--- src/rtl/digit_serial_adder.sv ---
// Multi-cycle ripple-carry adder: DIGIT bits per clock, registered inter-digit carry.
// Define ADDSUB_EN to add the Sub port and subtract mode.
module digit_serial_adder #(
    parameter int unsigned WIDTH = 16,
    parameter int unsigned DIGIT = 4
) (
    input  logic             clk,
    input  logic             rst,
    input  logic             en,
    input  logic             in_valid,
    output logic             in_ready,
    input  logic [WIDTH-1:0] A,
    input  logic [WIDTH-1:0] B,
    input  logic             Cin,
`ifdef ADDSUB_EN
    input  logic             Sub,
`endif
    output logic             out_valid,
    input  logic             out_ready,
    output logic [WIDTH-1:0] Sum,
    output logic             Carry,
    output logic             V
);

    localparam int unsigned N    = WIDTH / DIGIT;
    localparam int unsigned CntW = (N > 1) ? $clog2(N) : 1;
    localparam int unsigned DW   = DIGIT + 1;

    typedef enum logic [1:0] {StIdle, StRun, StDone} state_e;

    state_e            state_q, state_d;
    logic [WIDTH-1:0]  a_q, a_d, b_q, b_d, acc_q, acc_d, sum_q, sum_d;
    logic [CntW-1:0]   cnt_q, cnt_d;
    logic              carry_q, carry_d, cout_q, cout_d, v_q, v_d;
    logic              sub_w;
    logic [DIGIT:0]    dsum;
    logic              cmsb;
    logic              last;
    logic [WIDTH-1:0]  acc_shift;

`ifdef ADDSUB_EN
    assign sub_w = Sub;
`else
    assign sub_w = 1'b0;
`endif

    always_comb begin
        dsum = {1'b0, a_q[DIGIT-1:0]} + {1'b0, b_q[DIGIT-1:0]} + DW'(carry_q);
        // Carry into the digit MSB recovered from its sum bit: s = a ^ b ^ cin.
        cmsb      = a_q[DIGIT-1] ^ b_q[DIGIT-1] ^ dsum[DIGIT-1];
        acc_shift = (acc_q >> DIGIT) | (WIDTH'(dsum[DIGIT-1:0]) << (WIDTH - DIGIT));
        last      = (cnt_q == CntW'(N - 1));

        state_d = state_q;
        a_d     = a_q;
        b_d     = b_q;
        acc_d   = acc_q;
        sum_d   = sum_q;
        cnt_d   = cnt_q;
        carry_d = carry_q;
        cout_d  = cout_q;
        v_d     = v_q;

        if (en) begin
            unique case (state_q)
                StIdle: begin
                    if (in_valid) begin
                        a_d     = A;
                        b_d     = sub_w ? ~B : B;
                        carry_d = sub_w | Cin;
                        cnt_d   = '0;
                        state_d = StRun;
                    end
                end
                StRun: begin
                    acc_d   = acc_shift;
                    carry_d = dsum[DIGIT];
                    a_d     = a_q >> DIGIT;
                    b_d     = b_q >> DIGIT;
                    cnt_d   = cnt_q + CntW'(1);
                    if (last) begin
                        sum_d   = acc_shift;
                        cout_d  = dsum[DIGIT];
                        v_d     = cmsb ^ dsum[DIGIT];
                        state_d = StDone;
                    end
                end
                StDone: begin
                    if (out_ready) begin
                        state_d = StIdle;
                    end
                end
                default: state_d = StIdle;
            endcase
        end
    end

    always_ff @(posedge clk or posedge rst) begin
        if (rst) begin
            state_q <= StIdle;
            a_q     <= '0;
            b_q     <= '0;
            acc_q   <= '0;
            sum_q   <= '0;
            cnt_q   <= '0;
            carry_q <= 1'b0;
            cout_q  <= 1'b0;
            v_q     <= 1'b0;
        end else begin
            state_q <= state_d;
            a_q     <= a_d;
            b_q     <= b_d;
            acc_q   <= acc_d;
            sum_q   <= sum_d;
            cnt_q   <= cnt_d;
            carry_q <= carry_d;
            cout_q  <= cout_d;
            v_q     <= v_d;
        end
    end

    assign in_ready  = (state_q == StIdle) && en;
    assign out_valid = (state_q == StDone) && en;
    assign Sum       = sum_q;
    assign Carry     = cout_q;
    assign V         = v_q;

endmodule

--- config.mk ---
export PLATFORM = sky130hd
export DESIGN_NAME = digit_serial_adder
export DESIGN_NICKNAME = d
export VERILOG_FILES = /design/src/rtl/digit_serial_adder.sv
export SDC_FILE = /design/constraint.sdc
export NUM_CORES = 1
export LEC_CHECK = 0
export BUFFER_PORTS_ARGS = -buffer_cell sky130_fd_sc_hd__clkbuf_2
export CAP_MARGIN = 20
export CORE_UTILIZATION = 50
export CTS_CLUSTER_SIZE = 24
export DETAILED_ROUTE_END_ITERATION = 6
export PLACE_DENSITY = 0.73
export REMOVE_ABC_BUFFERS = 1
export SLEW_MARGIN = 20
export SYNTH_ARGS = -nofsm -noshare
export SYNTH_HDL_FRONTEND = slang
export SYNTH_SLANG_ARGS = --single-unit
--- constraint.sdc ---
create_clock -name clk -period 2.8 [get_ports clk]
set_input_delay 0.14 -clock clk [delete_from_list [all_inputs] [get_ports clk]]
set_output_delay 0.14 -clock clk [all_outputs]
set_load 0.005 [all_outputs]
==> run_results.csv, run 1 <==
group,metric,value,unit
detailed_routing,drt_first_pass_iters,4,
placed_design,dp_hpwl,3.548,mm
floorplan,die_x,79.13,um
worst_setup_path,rr_worst_depth,3,
floorplan,die_y,79.13,um
layout,num-fill-cells,504,
layout,antenna_cells_inserted,0,
detailed_routing,wire_per_inst,12.57,um
sta,tns,0,ps
floorplan,dieArea,0.006261,sq mm
detailed_routing,drtAntennaViolNets,0,
floorplan,core_region_area,0.005608,sq mm
floorplan,ios,58,
sta,finalHoldViolations,21,
clock_tree,root_buffer,"sky130_fd_sc_hd__clkbuf_8",
synthesis,synth.yosys.warnings,0,
clock_tree,cts_inserted_buffers,9,
sta,tightest_slew,903.5,ps
sta,min_period,2038,ps
power,vdd.ir_drop.worst,0.4611,mV
sta,grt_setup_unrepaired,"false",
job,max_cap_violations,0,
synthesis,syn-mean-instance-area,10.93,sq um
sta,period_share,0.7280,
floorplan,start_util,0.5303,
grt,first_pass_grt_wire_length,8.790,mm
worst_setup_path,r2r_end,"Sum[2]",
clock_tree,post_cts.resized_instances,0,
grt,grt_max_degree,69,
detailed_routing,via_per_inst,4.921,
placed_design,io_buffers,57,
synthesis,netlist_area,0.002974,sq mm
detailed_routing,drcViolationCount,0,
detailed_routing,drt_iter0_drc,46,
worst_setup_path,highest_delay_cell_along_the_critical_path,"sky130_fd_sc_hd__dfrtp_1",
grt,number_of_antenna_violations_at_the_first_check_in_global_routing,0,
sta,slew_headroom,0.3968,
sta,setup_viol,0,
power,leakagePower,0.001824,uW
synthesis,syn_inst,272,
layout,fraction_of_layout_cells_with_a_size_suffix_above_1,0.2711,
worst_setup_path,critPathMaxStageDelay,680,ps
run_status,outcome,"complete, but fails checks",
grt,grt.overflow.total,0,
clock_tree,clock-sinks,67,
grt,grt.total_usage,0.1862,
worst_setup_path,cp.arrival,2250,ps
synthesis,synth.ff_latch_count,67,
layout,final_cell_mix,"sky130_fd_sc_hd__nand2_1, sky130_fd_sc_hd__dfrtp_1, sky130_fd_sc_hd__clkbuf_2",
run_status,violations,"negative hold slack",
power,power-per-cell-area,1086,mW/mm^2
layout,mostFrequentLayoutCell,"sky130_fd_sc_hd__nand2_1",
clock_tree,tritoncts,"done",
clock_tree,clkLatencyLatePin,330,ps
clock_tree,cts_hold_buffers,0,
worst_setup_path,required,3010,ps
worst_setup_path,start_to_end_type_of_the_worst_setup_path,"flip-flop to flip-flop",
synthesis,synth_seq_area_share,0.5637,
layout,fin_cells,404,
layout,regArea,0.001677,sq mm
min_path,hold_class,"input pin to asynchronous set/reset pin",
detailed_routing,detailroute.via_count,1988,
worst_setup_path,cp_max_fo,24,
sta,worst_clock_skew,10.83,ps
clock_tree,htree_num_levels,3,
worst_setup_path,cp-startpoint,"state_q[0]",
detailed_routing,wirelength,5.077,mm
sta,worst_hold_slack,-17.85,ps
worst_setup_path,timing.critical_path.cells,"and3b_1 -> nand2_4 -> mux2_4",
sta,max_freq,0.4906,GHz
worst_setup_path,worstSetupEndpointType,"flip-flop",
worst_setup_path,regToRegStartpoint,"state_q[0]",
worst_setup_path,setup.reg_to_reg.worst_slack,760,ps
clock_tree,cts-root-to-sink-buffers,2,
sta,worst_slack,761.6,ps
placed_design,post-place-cells,388,
clock_tree,post_cts_buffers,0,
layout,finalNetCount,371,
sta,report.final.slew_viol_count,0,
worst_setup_path,critical_path.startpoint_type,"flip-flop",
clock_tree,clk_pin_slew_worst_paths,70,ps
layout,flow.area_growth_from_synthesis,18.05,%
grt,number_of_global_route_vias_before_repair,1955,
synthesis,yosys.cell_types.count,29,
floorplan,row_count,27,
placed_design,pre_cts_slack,755.5,ps
placed_design,globalplace.congestion,0.7116,
layout,area_of_the_multi_input_gates,0.001195,sq mm
## metrics by stage
| stage | total power [uW] | utilization | cell area, sq um | hold slack, ps |
|---|---|---|---|---|
| final | 3811 | 0.6261 | 3511 | -17.85 |
| after detailed placement | 3041 | 0.5892 | 3304 | 379.1 |
| after global placement | 2969 | 0.5892 | 3304 | 367.3 |
| after floorplan | 2596 | - | 2885 | 272.5 |
| after CTS | 3873 | 0.6261 | 3511 | 14.52 |
| after global routing | 4127 | 0.6261 | 3511 | 55.72 |
## cell type report
cell class | instances | share of cell area
inverter | 6 | 0.006415
tap | 72 | 0.02566
multi-input combinational | 183 | 0.3403
timing repair buffer | 60 | 0.09123
sequential | 67 | 0.4775
clock inverter | 1 | 0.008553
clock buffer | 15 | 0.05025
## power by group
group	total [uW]	switching, uW	internal [uW]	leakage [uW]
Clock	823	337	486	0.000104
Combinational	1330	668	661	0.000863
Sequential	1660	270	1390	0.000857
## cell usage after synthesis, drive strengths merged
cell     count  area (sq um)
and3b        1         8.760
clkbuf       6         22.52
a221oi       1         8.760
nor3b        2         15.01
o211ai       1         12.51
xor2         2         17.52
xnor2        1         8.760
nand2       71         276.5
inv          6         22.52
fa           2         40.04
nand2b       9         56.30
nor3         1         5.000
buf         10         66.31
o2bb2ai      1         8.760
a21o         1         7.510
o21ai       42         210.2
a21oi        2         10.01
mux2        13         180.2
ha           4         50.05
nor2         2         7.510
a22o         2         17.52
nand3        1         5.000
dfrtp       67          1677
mux2i       24         240.2
## state kept, by name, indices dropped and copies added (netlist names)
| register | count |
|---|---|
| Sum | 16 |
| a_q | 16 |
| b_q | 16 |
| acc_q | 12 |
| cnt_q | 2 |
| state_q | 2 |
| Carry | 1 |
| V | 1 |
| carry_q | 1 |
## critical path, delay by kind of cell, from the launching register on
family	cells	cell delay, ps
flops	1	680
simple gates	2	860
mux	1	370
## layer usage
| metal | up-vias | wire, um | GRT usage |
|---|---|---|---|
| li1 | 1020 | - | - |
| met3 | 12 | 244 | 0.05632 |
| met1 | 906 | 2343 | 0.2248 |
| met2 | 50 | 2361 | 0.2974 |
| met4 | 0 | 127 | 0.1018 |
| met5 | - | 0 | 0 |
## how the worst max path moves through the flow
| stage | end | slack [ps] |
|---|---|---|
| after floorplan | carry_q | 620 |
| after global placement | Sum[7] | 810 |
| after detailed placement | Sum[1] | 760 |
| after CTS | Sum[2] | 740 |
| after global routing | Sum[6] | 610 |
| final | Sum[2] | 760 |
## kinds of logic (layout without fill, tap and decap cells)
kind of cell,after synthesis,after routing,synth area share
AO/OA/AOI/OAI,50,50,0.09256
flip-flops,67,67,0.5637
buffers and inverters,22,82,0.03744
XOR/XNOR,3,3,0.008836
AND/OR/NAND/NOR,87,87,0.1258
adder cells (fa/ha/maj),6,6,0.03029
multiplexers,37,37,0.1414
Power figures use the tool's default switching activity.
==> run 2: changes to the inputs <==
Clock period 2.8 ns to 1.94 ns, I/O delays scaled along.
==> run 2 against run 1 <==
  * The run now ends clean
  * Global-route usage is 0.22 points higher
  * Critical endpoint is now V
  * Largest power group unchanged
  * Combinational power is 52% higher
  * Final cell count is 2.2% higher
  * First-iteration DRC count is 110% higher
  * Utilization is 1.7 points higher
  * Highest routed layer unchanged
  * Setup slack worse by 570 ps
  * Wire length is 0.87% higher
  * Maximum frequency is 17% higher
  * Die area stayed put
  * Critical path depth is 4 higher
  * Via count is 3.7% higher
  * Sequential share of layout area is 1.2 points lower
==> run_results.csv, run 2 (synthesized netlist as in run 1, its figures left out) <==
group,metric,value,unit
power,power-per-cell-area,1505,mW/mm^2
clock_tree,htree_num_levels,3,
worst_setup_path,critical_path.startpoint_type,"flip-flop",
worst_setup_path,cp_max_fo,3,
detailed_routing,detailroute.via_count,2061,
power,pwr-share-clk,0.192,
floorplan,row_count,27,
run_status,outcome,"finished clean",
layout,stdcell_area,0.003603,sq mm
power,power.net_switching,1840,uW
clock_tree,clock-sinks,67,
detailed_routing,drt_first_pass_iters,4,
layout,regArea,0.001677,sq mm
placed_design,post-place-cells,390,
clock_tree,clkLatencyLatePin,330,ps
worst_setup_path,count_of_buffer_and_inverter_cells_on_the_critical_path,1,
clock_tree,post_cts_buffers,0,
power,switching_share,0.3393,
sta,slew_headroom,0.6397,
worst_setup_path,highest_delay_cell_along_the_critical_path,"sky130_fd_sc_hd__fa_1",
grt,number_of_global_route_vias_before_repair,2097,
sta,report.final.slew_viol_count,0,
layout,flow.area_growth_from_synthesis,21.16,%
clock_tree,root_buffer,"sky130_fd_sc_hd__clkbuf_8",
detailed_routing,wire_per_inst,12.40,um
worst_setup_path,worstSetupEndpointType,"flip-flop",
worst_setup_path,r2r_end,"V",
worst_setup_path,setup.worst_path.end,"V",
job,max_cap_violations,0,
layout,finalNetCount,381,
worst_setup_path,cp.arrival,1950,ps
power,power.combinational.fraction,0.372,
detailed_routing,drtAntennaViolNets,0,
power,leakagePower,0.001868,uW
floorplan,ios,58,
sta,min_period,1745,ps
grt,first_pass_grt_wire_length,8.914,mm
grt,grt.overflow.total,0,
worst_setup_path,cpMostUsedCell,"sky130_fd_sc_hd__fa_1",
worst_setup_path,timing.critical_path.cells,"fa_1 -> inv_1 -> fa_1 -> nand2b_1 -> o2bb2ai_1 -> xnor2_1 -> o21ai_0",
placed_design,dp_hpwl,3.479,mm
worst_setup_path,cp-startpoint,"a_q[0]",
detailed_routing,drcViolationCount,0,
layout,mostFrequentLayoutCell,"sky130_fd_sc_hd__nand2_1",
sta,worst_clock_skew,2.965,ps
worst_setup_path,cpLargestDelayFamily,"adder cells",
clock_tree,post_cts.resized_instances,0,
worst_setup_path,critPathMaxStageDelay,440,ps
grt,number_of_antenna_violations_at_the_first_check_in_global_routing,0,
floorplan,die_x,79.13,um
placed_design,dpl_cell_area,0.003344,sq mm
layout,final_cell_mix,"sky130_fd_sc_hd__nand2_1, sky130_fd_sc_hd__dfrtp_1, sky130_fd_sc_hd__clkbuf_2",
floorplan,start_util,0.5303,
sta,period_share,0.8995,
sta,finalHoldViolations,0,
worst_setup_path,cp_num_cells,7,
min_path,hold_class,"input pin to flip-flop",
layout,area_of_the_multi_input_gates,0.001195,sq mm
worst_setup_path,rr_worst_depth,7,
grt,grt_max_degree,69,
floorplan,dieArea,0.006261,sq mm
sta,tightest_slew,538.9,ps
placed_design,globalplace.congestion,0.7553,
grt,grt.total_usage,0.1883,
sta,max_freq,0.5731,GHz
power,post-layout-total-power,5422,uW
clock_tree,tritoncts,"done",
clock_tree,cts-root-to-sink-buffers,2,
floorplan,core_region_area,0.005608,sq mm
power,vdd.ir_drop.worst,0.6693,mV
worst_setup_path,regToRegStartpoint,"a_q[0]",
worst_setup_path,required,2150,ps
layout,fraction_of_layout_cells_with_a_size_suffix_above_1,0.2727,
worst_setup_path,start_to_end_type_of_the_worst_setup_path,"flip-flop to flip-flop",
layout,num-fill-cells,472,
layout,fin_cells,413,
clock_tree,cts_inserted_buffers,9,
power,power.sequential.fraction,0.436,
clock_tree,clk_pin_slew_worst_paths,70,ps
detailed_routing,via_per_inst,4.990,
worst_setup_path,setup.reg_to_reg.worst_slack,200,ps
detailed_routing,drt_iter0_drc,97,
placed_design,io_buffers,57,
power,internal-power,3582,uW
sta,grt_setup_unrepaired,"false",
sta,setup_viol,0,
floorplan,die_y,79.13,um
layout,antenna_cells_inserted,0,
detailed_routing,wirelength,5.121,mm
[run 2: changes by cell type in the layout (fill, tap and decap cells not counted)]
cell / delta
sky130_fd_sc_hd__clkbuf_1: -2
sky130_fd_sc_hd__dlygate4sd3_1: +8
sky130_fd_sc_hd__buf_12: +2
sky130_fd_sc_hd__clkinv_2: +2
sky130_fd_sc_hd__bufinv_16: -1
[run 2: worst min-delay path by stage]
stage | from | to | slack [ps] | cells after the start
6_report | A[14] | a_q[14] | 20 | 3
3_5_place_dp | rst | b_q[10] | 190 | 3
2_1_floorplan | in_valid | state_q[0] | 230 | 1
4_1_cts | A[14] | a_q[14] | 10 | 3
5_1_grt | in_valid | state_q[0] | 40 | 2
3_3_place_gp | rst | a_q[14] | 180 | 3
[run 2: repair_timing]
action | in CTS | in global routing
hold buffers | 8 | 0
setup endpoints to repair | 0 | 0
hold endpoints to repair | 74 | 0
[run 2: power groups by stage]
stage	clock network (uW)	logic, uW	registers (uW)
after global placement	0	1980	2360
after CTS	1070	2070	2370
after global routing	1130	2320	2450
final	1040	2020	2360
after floorplan	0	1410	2340
after detailed placement	0	2050	2400
[run 2: layout make-up]
| type | count | share of cell area |
|---|---|---|
| clock buffer | 13 | 0.04687 |
| multi-input combinational | 183 | 0.3316 |
| clock inverter | 2 | 0.002778 |
| sequential | 67 | 0.4653 |
| timing repair buffer | 70 | 0.1222 |
| tap | 72 | 0.02500 |
| inverter | 6 | 0.006250 |
[run 2: tightest hold or removal path, cell delays in order]
cell,delay (ps)
sky130_fd_sc_hd__clkbuf_2,80
sky130_fd_sc_hd__nand2b_1,60
sky130_fd_sc_hd__o21ai_0,70
[run 2: metal layers]
metal,wire length (um),track usage
met1,2344,0.2175
met2,2449,0.3198
met3,211,0.04368
met4,116,0.1073
met5,0,0
[run 2: stage by stage]
| step | setup slack (ps) | hold slack, ps | TNS, ps | utilization |
|---|---|---|---|---|
| after floorplan | -242.9 | 229.5 | -7347 | - |
| after global placement | 240.0 | 180.8 | 0 | 0.5964 |
| after detailed placement | 188.8 | 185.5 | 0 | 0.5964 |
| after CTS | 176.8 | 12.09 | 0 | 0.6426 |
| after global routing | 80.55 | 38.93 | 0 | 0.6426 |
| final | 195.0 | 18.47 | 0 | 0.6426 |
